`src/rtl/seq_gen_pkg.sv`:
```
// Shared state encoding for the serial pattern generator (also decoded from the detector's debug bus).
// Also provides the effective-length rule used by both the FSM and the shift register.
package seq_gen_pkg;

    typedef enum logic [2:0] {
        ST_IDLE  = 3'd0,
        ST_SHIFT = 3'd1,
        ST_DONE  = 3'd2
    } state_t;

    // A length of 0 or one larger than the register means "use the full width".
    function automatic int unsigned eff_len(input int unsigned len, input int unsigned width);
        return ((len == 0) || (len > width)) ? width : len;
    endfunction

endpackage

```
`src/rtl/piso_shreg.sv`:
```
// Parallel-in/serial-out shift register; load left-aligns pattern[len-1:0] to the MSB, 1-cycle update.
// No backpressure: load, reload and shift are single-cycle commands from the owning FSM.
module piso_shreg
    import seq_gen_pkg::*;
#(
    parameter int WIDTH = 8,
    parameter int LEN_W = $clog2(WIDTH + 1)
) (
    input  logic             clk,
    input  logic             rst,
    input  logic             load,
    input  logic             reload,
    input  logic             shift,
    input  logic [WIDTH-1:0] pattern,
    input  logic [LEN_W-1:0] len,
    output logic             msb
);

    logic [WIDTH-1:0] sreg;
    logic [WIDTH-1:0] hold;
    logic [WIDTH-1:0] aligned;
    int unsigned      shamt;

    always_comb begin
        shamt   = WIDTH - eff_len(32'(len), WIDTH);
        aligned = pattern << shamt;
    end

    // hold keeps the aligned frame so repetitions restart without re-reading the inputs.
    always_ff @(posedge clk) begin
        if (rst) begin
            sreg <= '0;
            hold <= '0;
        end else if (load) begin
            sreg <= aligned;
            hold <= aligned;
        end else if (reload) begin
            sreg <= hold;
        end else if (shift) begin
            sreg <= sreg << 1;
        end
    end

    assign msb = sreg[WIDTH-1];

endmodule

```
`src/rtl/seq_gen.sv`:
```
// Serial bit-pattern generator: start in IDLE sends len bits MSB-first on b, then a one-cycle done.
// Optional SEQ_GEN_REPEAT_EN adds a reps port for back-to-back repetitions; start outside IDLE is dropped.
module seq_gen
    import seq_gen_pkg::*;
#(
    parameter int WIDTH = 8,
    parameter int LEN_W = $clog2(WIDTH + 1)
`ifdef SEQ_GEN_REPEAT_EN
    ,
    parameter int CNT_W = 4
`endif
) (
    input  logic             clk,
    input  logic             rst,
    input  logic             start,
    input  logic [WIDTH-1:0] pattern,
    input  logic [LEN_W-1:0] len,
`ifdef SEQ_GEN_REPEAT_EN
    input  logic [CNT_W-1:0] reps,
`endif
    output logic             b,
    output logic             busy,
    output logic             done,
    output logic [2:0]       debug
);

    state_t           state_q, state_d;
    logic [LEN_W-1:0] cnt_q, cnt_d;
    logic [LEN_W-1:0] len_m1;
    logic             load, reload, shift;
    logic             msb;
`ifdef SEQ_GEN_REPEAT_EN
    logic [LEN_W-1:0] len_m1_q, len_m1_d;
    logic [CNT_W-1:0] reps_q, reps_d;
`endif

    assign len_m1 = LEN_W'(eff_len(32'(len), WIDTH) - 1);

    always_comb begin
        state_d  = state_q;
        cnt_d    = cnt_q;
        load     = 1'b0;
        reload   = 1'b0;
        shift    = 1'b0;
`ifdef SEQ_GEN_REPEAT_EN
        len_m1_d = len_m1_q;
        reps_d   = reps_q;
`endif
        case (state_q)
            ST_IDLE: begin
                if (start) begin
                    state_d  = ST_SHIFT;
                    load     = 1'b1;
                    cnt_d    = len_m1;
`ifdef SEQ_GEN_REPEAT_EN
                    len_m1_d = len_m1;
                    reps_d   = reps;
`endif
                end
            end
            ST_SHIFT: begin
                if (cnt_q == '0) begin
`ifdef SEQ_GEN_REPEAT_EN
                    // Restart directly from the held frame so repetitions have no idle bit between them.
                    if (reps_q != '0) begin
                        reload = 1'b1;
                        cnt_d  = len_m1_q;
                        reps_d = reps_q - CNT_W'(1);
                    end else begin
                        state_d = ST_DONE;
                    end
`else
                    state_d = ST_DONE;
`endif
                end else begin
                    shift = 1'b1;
                    cnt_d = cnt_q - LEN_W'(1);
                end
            end
            ST_DONE: state_d = ST_IDLE;
            default: state_d = ST_IDLE;
        endcase
    end

    always_ff @(posedge clk) begin
        if (rst) begin
            state_q  <= ST_IDLE;
            cnt_q    <= '0;
`ifdef SEQ_GEN_REPEAT_EN
            len_m1_q <= '0;
            reps_q   <= '0;
`endif
        end else begin
            state_q  <= state_d;
            cnt_q    <= cnt_d;
`ifdef SEQ_GEN_REPEAT_EN
            len_m1_q <= len_m1_d;
            reps_q   <= reps_d;
`endif
        end
    end

    piso_shreg #(
        .WIDTH(WIDTH),
        .LEN_W(LEN_W)
    ) u_piso (
        .clk    (clk),
        .rst    (rst),
        .load   (load),
        .reload (reload),
        .shift  (shift),
        .pattern(pattern),
        .len    (len),
        .msb    (msb)
    );

    assign busy  = (state_q == ST_SHIFT);
    assign b     = busy & msb;
    assign done  = (state_q == ST_DONE);
    assign debug = state_q;

endmodule

```
`config.mk`:
```
export PLATFORM = sky130hd
export DESIGN_NAME = seq_gen
export DESIGN_NICKNAME = d
export VERILOG_FILES = /design/src/rtl/seq_gen_pkg.sv /design/src/rtl/piso_shreg.sv /design/src/rtl/seq_gen.sv
export SDC_FILE = /design/constraint.sdc
export NUM_CORES = 1
export LEC_CHECK = 0
export CORE_UTILIZATION = 30
export DETAILED_ROUTE_END_ITERATION = 8
export PLACE_DENSITY = 0.55
export RECOVER_POWER = 25
export REMOVE_ABC_BUFFERS = 1
export SYNTH_ARGS = -nofsm -noshare
export SYNTH_HDL_FRONTEND = slang
export SYNTH_SLANG_ARGS = --single-unit
export TNS_END_PERCENT = 50
```
`constraint.sdc`:
```
create_clock -name clk -period 2.65 [get_ports clk]
set_input_delay 0.53 -clock clk [delete_from_list [all_inputs] [get_ports clk]]
set_output_delay 0.53 -clock clk [all_outputs]
set_load 0.01 [all_outputs]
```
==> After elaboration in Yosys (flattened, before gate mapping) <==
Cells that the tools add are included.
{ "totals": {"register_bits": 15, "latchBits": 0, "ram_bits": 0, "romBits": 0, "input_bits": 15, "word_cells": 35, "n_memories": 0} }
{ "classes": {"n_addsub": 3, "mul": 0, "div_mod_pow": 0, "n_lt_le_gt_ge": 1, "eq_ne": 5, "shifts": 1, "n_mux": 13, "bitwise_logic": 1, "reduce_logical": 8} }
{ "op_table": {"columns": ["operator", "n"], "rows": [
  ["8-bit by 32-bit << shifter with 8-bit output", 1],
  ["4-bit by 32-bit subtractor with 32-bit output (first input constant)", 1],
  ["8-bit two-way mux", 2],
  ["4-bit two-way mux", 3],
  ["4-bit zero test", 2],
  ["4-bit one-hot mux with 2 select lines", 1],
  ["4-bit by 1-bit subtractor with 4-bit output (second input constant)", 2],
  ["3-bit two-way mux", 2],
  ["3-bit one-hot mux with 2 select lines", 1],
  ["4-bit greater-than comparator (second input constant)", 1],
  ["1-bit two-way mux", 4],
  ["2-bit != test (second input constant)", 2],
  ["2-bit nonzero test", 2],
  ["3-bit by 1-bit equality test with 1-bit output (second input constant)", 1],
  ["3-bit by 2-bit equality test with 1-bit output (second input constant)", 1],
  ["3-bit zero test", 1],
  ["3-bit AND reduction", 1],
  ["2-bit by 1-bit != test with 1-bit output (second input constant)", 1],
  ["2-bit AND reduction", 1],
  ["1-bit AND", 1],
  ["1-bit logical OR", 1]
]} }

==> Logic depth before layout (Yosys ltp) <==
Gate-level depths: netlist of run 1.
{ "logic_depth": {"word_depth": 6, "ltp_mapped": 9} }

==> Cells and area by module <==
A second synthesis of run 1 with hierarchy kept.
{ "unflattened": {"hier_cells": 175, "area_unflattened_um2": 1448.9} }
{ "modules_own_cells": {"columns": ["mod", "n_inst", "cells_per_inst", "area_each_um2"], "rows": [
  ["piso_shreg", 1, 133, 1084.8],
  ["seq_gen", 1, 42, 364.1]
]} }

==> Worst setup path after synthesis of run 1 <==
OpenSTA, ideal clock, no wires.
{ "synth_path": {"path_type": "input to register", "startpoint": "input len[3]", "endpoint": "register u_piso.sreg[7]", "setup_time_ns": 0.123, "arrival_ns": 2.052, "t_required_ns": 2.527, "setup_slack_ns": 0.474, "stages": 7, "n_path_buf": 2, "path_cell_list": "nand2b_4 > buf_6 > ha_1 > clkbuf_1 > mux4_2 > o21ai_0 > o22ai_1"} }
{ "synth_between": {"elab_chain_cells": 6, "elab_cells_between_ends": 7, "cone_classes": "add/sub (1); order compare (1); shift (1); mux (2); reduce/logical (2)"} }
{ "synth_rtl": {"columns": ["item", "line", "text"], "rows": [
  ["from (decl)", "seq_gen.sv:17", "input logic [LEN_W-1:0] len,"],
  ["4-bit greater-than comparator or 4-bit zero test (tied branches)", "seq_gen_pkg.sv:13", "return ((len == 0) || (len > width)) ? width : len;"],
  ["1-bit logical OR", "seq_gen_pkg.sv:13", null],
  ["4-bit two-way mux *", "seq_gen_pkg.sv:13", null],
  ["4-bit by 32-bit subtractor with 32-bit output *", "piso_shreg.sv:25", "shamt = WIDTH - eff_len(32'(len), WIDTH);"],
  ["8-bit by 32-bit << shifter with 8-bit output *", "piso_shreg.sv:26", "aligned = pattern << shamt;"],
  ["8-bit two-way mux *", "piso_shreg.sv:34", "end else if (load) begin"],
  ["to (signal assigned)", "piso_shreg.sv:35", "sreg <= aligned;"],
  ["to (signal assigned)", "piso_shreg.sv:38", "sreg <= hold;"],
  ["to (signal assigned)", "piso_shreg.sv:40", "sreg <= sreg << 1;"],
  ["to (decl)", "piso_shreg.sv:19", "logic [WIDTH-1:0] sreg;"]
]} }
Mark *: on every way between the ends. The rest lies on a longest branch, timed or not.
A chain may end at the register's enable or synchronous reset.

==> Final worst setup path of run 1 <==
{ "layout_path": {"startpoint": "input len[3]", "endpoint": "register u_piso.sreg[1]"} }
Same word-level chain as after synthesis.

==> results of run 1 <==
==> per-stage QoR <==
stage / worst slack, ns / std cells
global route: 0.1590 / 190
finish: 0.2820 / 190
CTS: 0.2874 / 190
floorplan: 0.5047 / 117
global placement: 0.1335 / 186
detailed placement: 0.02919 / 186
==> kinds of logic (layout without fill, tap and decap cells) <==
logic type	Yosys count	after routing
adder cells (fa/ha/maj)	2	2
multiplexers	11	11
flip-flops	14	14
other	1	1
XOR/XNOR	2	2
AND/OR/NAND/NOR	51	51
buffers and inverters	11	30
AO/OA/AOI/OAI	33	33
==> worst paths after layout <==
kind,start,endpoint,slack (ns),depth (start not counted)
worst min-delay path,cnt_q[3],cnt_q[3],0.46,2
worst max-delay path,len[3],u_piso.sreg[1],0.28,9
worst max register to register,debug[1],cnt_q[2],0.82,7
worst min register to register,cnt_q[3],cnt_q[3],0.46,2
==> flip-flops by register name, summed over array words and instances, names as in the netlist <==
signal	cells
u_piso.sreg	8
cnt_q	4
debug	2
==> final cells by class <==
type	count	share of cell area (%)
multi-input cells	100	53.73
repair buffers	23	16.83
well taps	46	4.398
clock buffers	4	2.772
inverters	3	0.8604
flip-flops and latches	14	21.41
==> power by group through the flow <==
stage	sequential [mW]	combinational (mW)	clock, mW
2_1_floorplan	0.253	0.150	0
3_3_place_gp	0.255	0.228	0
3_5_place_dp	0.257	0.229	0
4_1_cts	0.252	0.232	0.155
5_1_grt	0.255	0.256	0.168
6_report	0.252	0.231	0.153
==> critical path: cells and delay by family <==
| family | cells | cell delay, ns |
|---|---|---|
| AO/OA/AOI/OAI | 2 | 0.34 |
| XOR/XNOR | 1 | 0.21 |
| adder cells (fa/ha/maj) | 1 | 0.26 |
| buffers and inverters | 3 | 0.80 |
| AND/OR/NAND/NOR | 2 | 0.40 |
==> metal layers <==
| metal | routed length (um) | vias up |
|---|---|---|
| li1 | - | 493 |
| met5 | 0 | - |
| met3 | 103 | 4 |
| met1 | 1164 | 453 |
| met4 | 34 | 0 |
| met2 | 1131 | 33 |
==> cells in the final DEF, fill, tap and decap left out, drive strengths merged, types with 4 or more instances in the layout <==
master,n
clkdlybuf4s50,17
a21oi,8
a211oi,4
nand2b,5
clkbuf,4
nor3,4
dfxtp,14
nor2,11
o21ai,7
or3,4
nand2,11
buf,4
mux2i,10
==> results.toml, run 1 <==
[status]
run_status = "finished, final reports clean"

[global_route]
busiest_layer = "met2"
use_met1_pct = 18.33
first_global_vias = 883
gr-usage-met2_pct = 22.83
global_route.usage.total_pct = 14.18
grt_max_degree = 15
grt_antenna_before_repair = 0
grt_first_pass_wirelength_um = 3898
grt-ovfl-total = 0
met3_usage_pct = 2.311

[cts]
cts_resized = 0
cts_setup_buffers = 0
cts_tree = "done"
cts_hold_buffers = 0
worst_setup_hold_path_clk_slew_ns = 0.09
cts_num_sinks = 14
clkLatencyLatePin_ns = 0.28
cts_root_buffer = "sky130_fd_sc_hd__clkbuf_4"
max-clock-path-buffers = 2
cts_made_buffers = 3
clock_tree.htree_level_count = 1

[floorplan]
die_area_sq_mm = 0.003731
die_h_um = 61.09
coreArea_sq_mm = 0.003337
die_width_um = 61.09
std_cell_rows = 21
ioPinCount = 21
floorplan.initialDensity_pct = 31.38

[worst_setup_path]
slowest_stage = "sky130_fd_sc_hd__clkdlybuf4s50_1"
max_stage_delay_ns = 0.50
start_kind = "primary input"
worstSetupPathType = "in -> reg"
endpoint_kind = "register"
worst-endpoint-required_ns = 2.84
critical_path_arrival_ns = 2.56
crit_path_cell_trace = "clkdlybuf4s50_1, inv_1, nand2_1, ha_1, buf_4, xor2_2, nor4_1, a21oi_1, a211oi_1"
critical_path.max_fanout = 7

[layout]
finalInstanceArea_sq_mm = 0.001309
flow.area_growth_from_synthesis_pct = 24.97
seqCellArea_sq_um = 280.3
drive_gt1_share_pct = 13.19
net_count_of_the_finished_layout = 162
n_antenna_cell = 0
final.fill_count = 360
multiInputGateArea_sq_um = 703.2
layout_utilization_pct = 39.22

[synthesis]
syn-instance-count = 125
leading_cell_type_by_number_of_instances_after_synthesis = "sky130_fd_sc_hd__dfxtp_1"
dominant_combinational_cell_family_by_area_after_synthesis = "simple AND/OR/NAND/NOR gates"
synth_seq_cells = 14
synth.yosys.warnings = 0
synth_xor_xnor_area_share_pct = 2.389
synth-seq-area-share_pct = 26.76
synthAdderAreaFrac_pct = 2.389
post_synth_mux_area_share_pct = 11.71
synthDominantAreaCellType = "sky130_fd_sc_hd__dfxtp_1"
synthTopCellsByArea = "sky130_fd_sc_hd__dfxtp_1, sky130_fd_sc_hd__mux2i_1, sky130_fd_sc_hd__nor2_1"
synth_enable_flop_cells = 0
synthDominantCellAreaShare_pct = 26.76
synth-simple-area-share_pct = 28.67
syn-mean-instance-area_sq_um = 8.378
synth-async-reset-ratio_pct = 0
synthFlopType = "sky130_fd_sc_hd__dfxtp_1"
syn-cell-area_sq_mm = 0.001047
synth_cell_types = 43
synth_compound_gate_area_share_pct = 21.62
synth_cell_count_leaders = "sky130_fd_sc_hd__dfxtp_1, sky130_fd_sc_hd__nor2_1, sky130_fd_sc_hd__mux2i_1, sky130_fd_sc_hd__nand2_1, sky130_fd_sc_hd__a21oi_1"

[place]
place_hpwl_um = 1909
detailed_place.area_sq_mm = 0.001272
routabilityCongestion = 0.8809
count_of_input_and_output_buffers = 19

[route]
vias = 983
post_drt_via_cell_ratio = 5.174
route.final.wire_length_um = 2434
drt_iter0_markers = 71
final_antenna_net_count = 0
detailedRoute.firstPassIterationCount = 4
route.detailed.wl_per_inst_um = 12.81
drc = 0

[sta]
timing.hold.ws_ns = 0.4625
slew_viol_final = 0
layout_min_cycle_time_ns = 2.368
setup_repair_after_global_routing_missed_its_margin = "false"
setup_violations = 0
clock_skew_ns = 0.002243
final.period_utilization_pct = 89.36
hold_viol_final = 0
max_clock_freq_ghz = 0.4223
fin_tns_setup_ns = 0

[job]
number_of_max_cap_violations = 0

[power_and_ir_drop]
power.share.switching_pct = 32.79
int_pwr_uw = 426.8
p_leak_nw = 0.5350
finalPower_uw = 635.0
worst_ir_drop_vdd_mv = 0.1545
net-switching-power_uw = 208.2
combinationalPowerShare_pct = 36.4
powerDensity_mw_per_mm2 = 485.2
p_seq_share_pct = 39.6
share_clk_of_total_power_pct = 24.0

[hold_path]
hold_class = "reg -> reg"
Note: power is estimated with default switching activity, not from simulation.
==> run 2: changes to the inputs <==
--- a/config.mk
+++ b/config.mk
@@ -6,6 +6,7 @@
 export NUM_CORES = 1
 export LEC_CHECK = 0
 export CORE_UTILIZATION = 30
+export CTS_CLUSTER_DIAMETER = 100
 export DETAILED_ROUTE_END_ITERATION = 8
 export PLACE_DENSITY = 0.55
 export RECOVER_POWER = 25
==> results of run 2 <==
No change in the layout: final DEF, timing and power equal those of run 1.
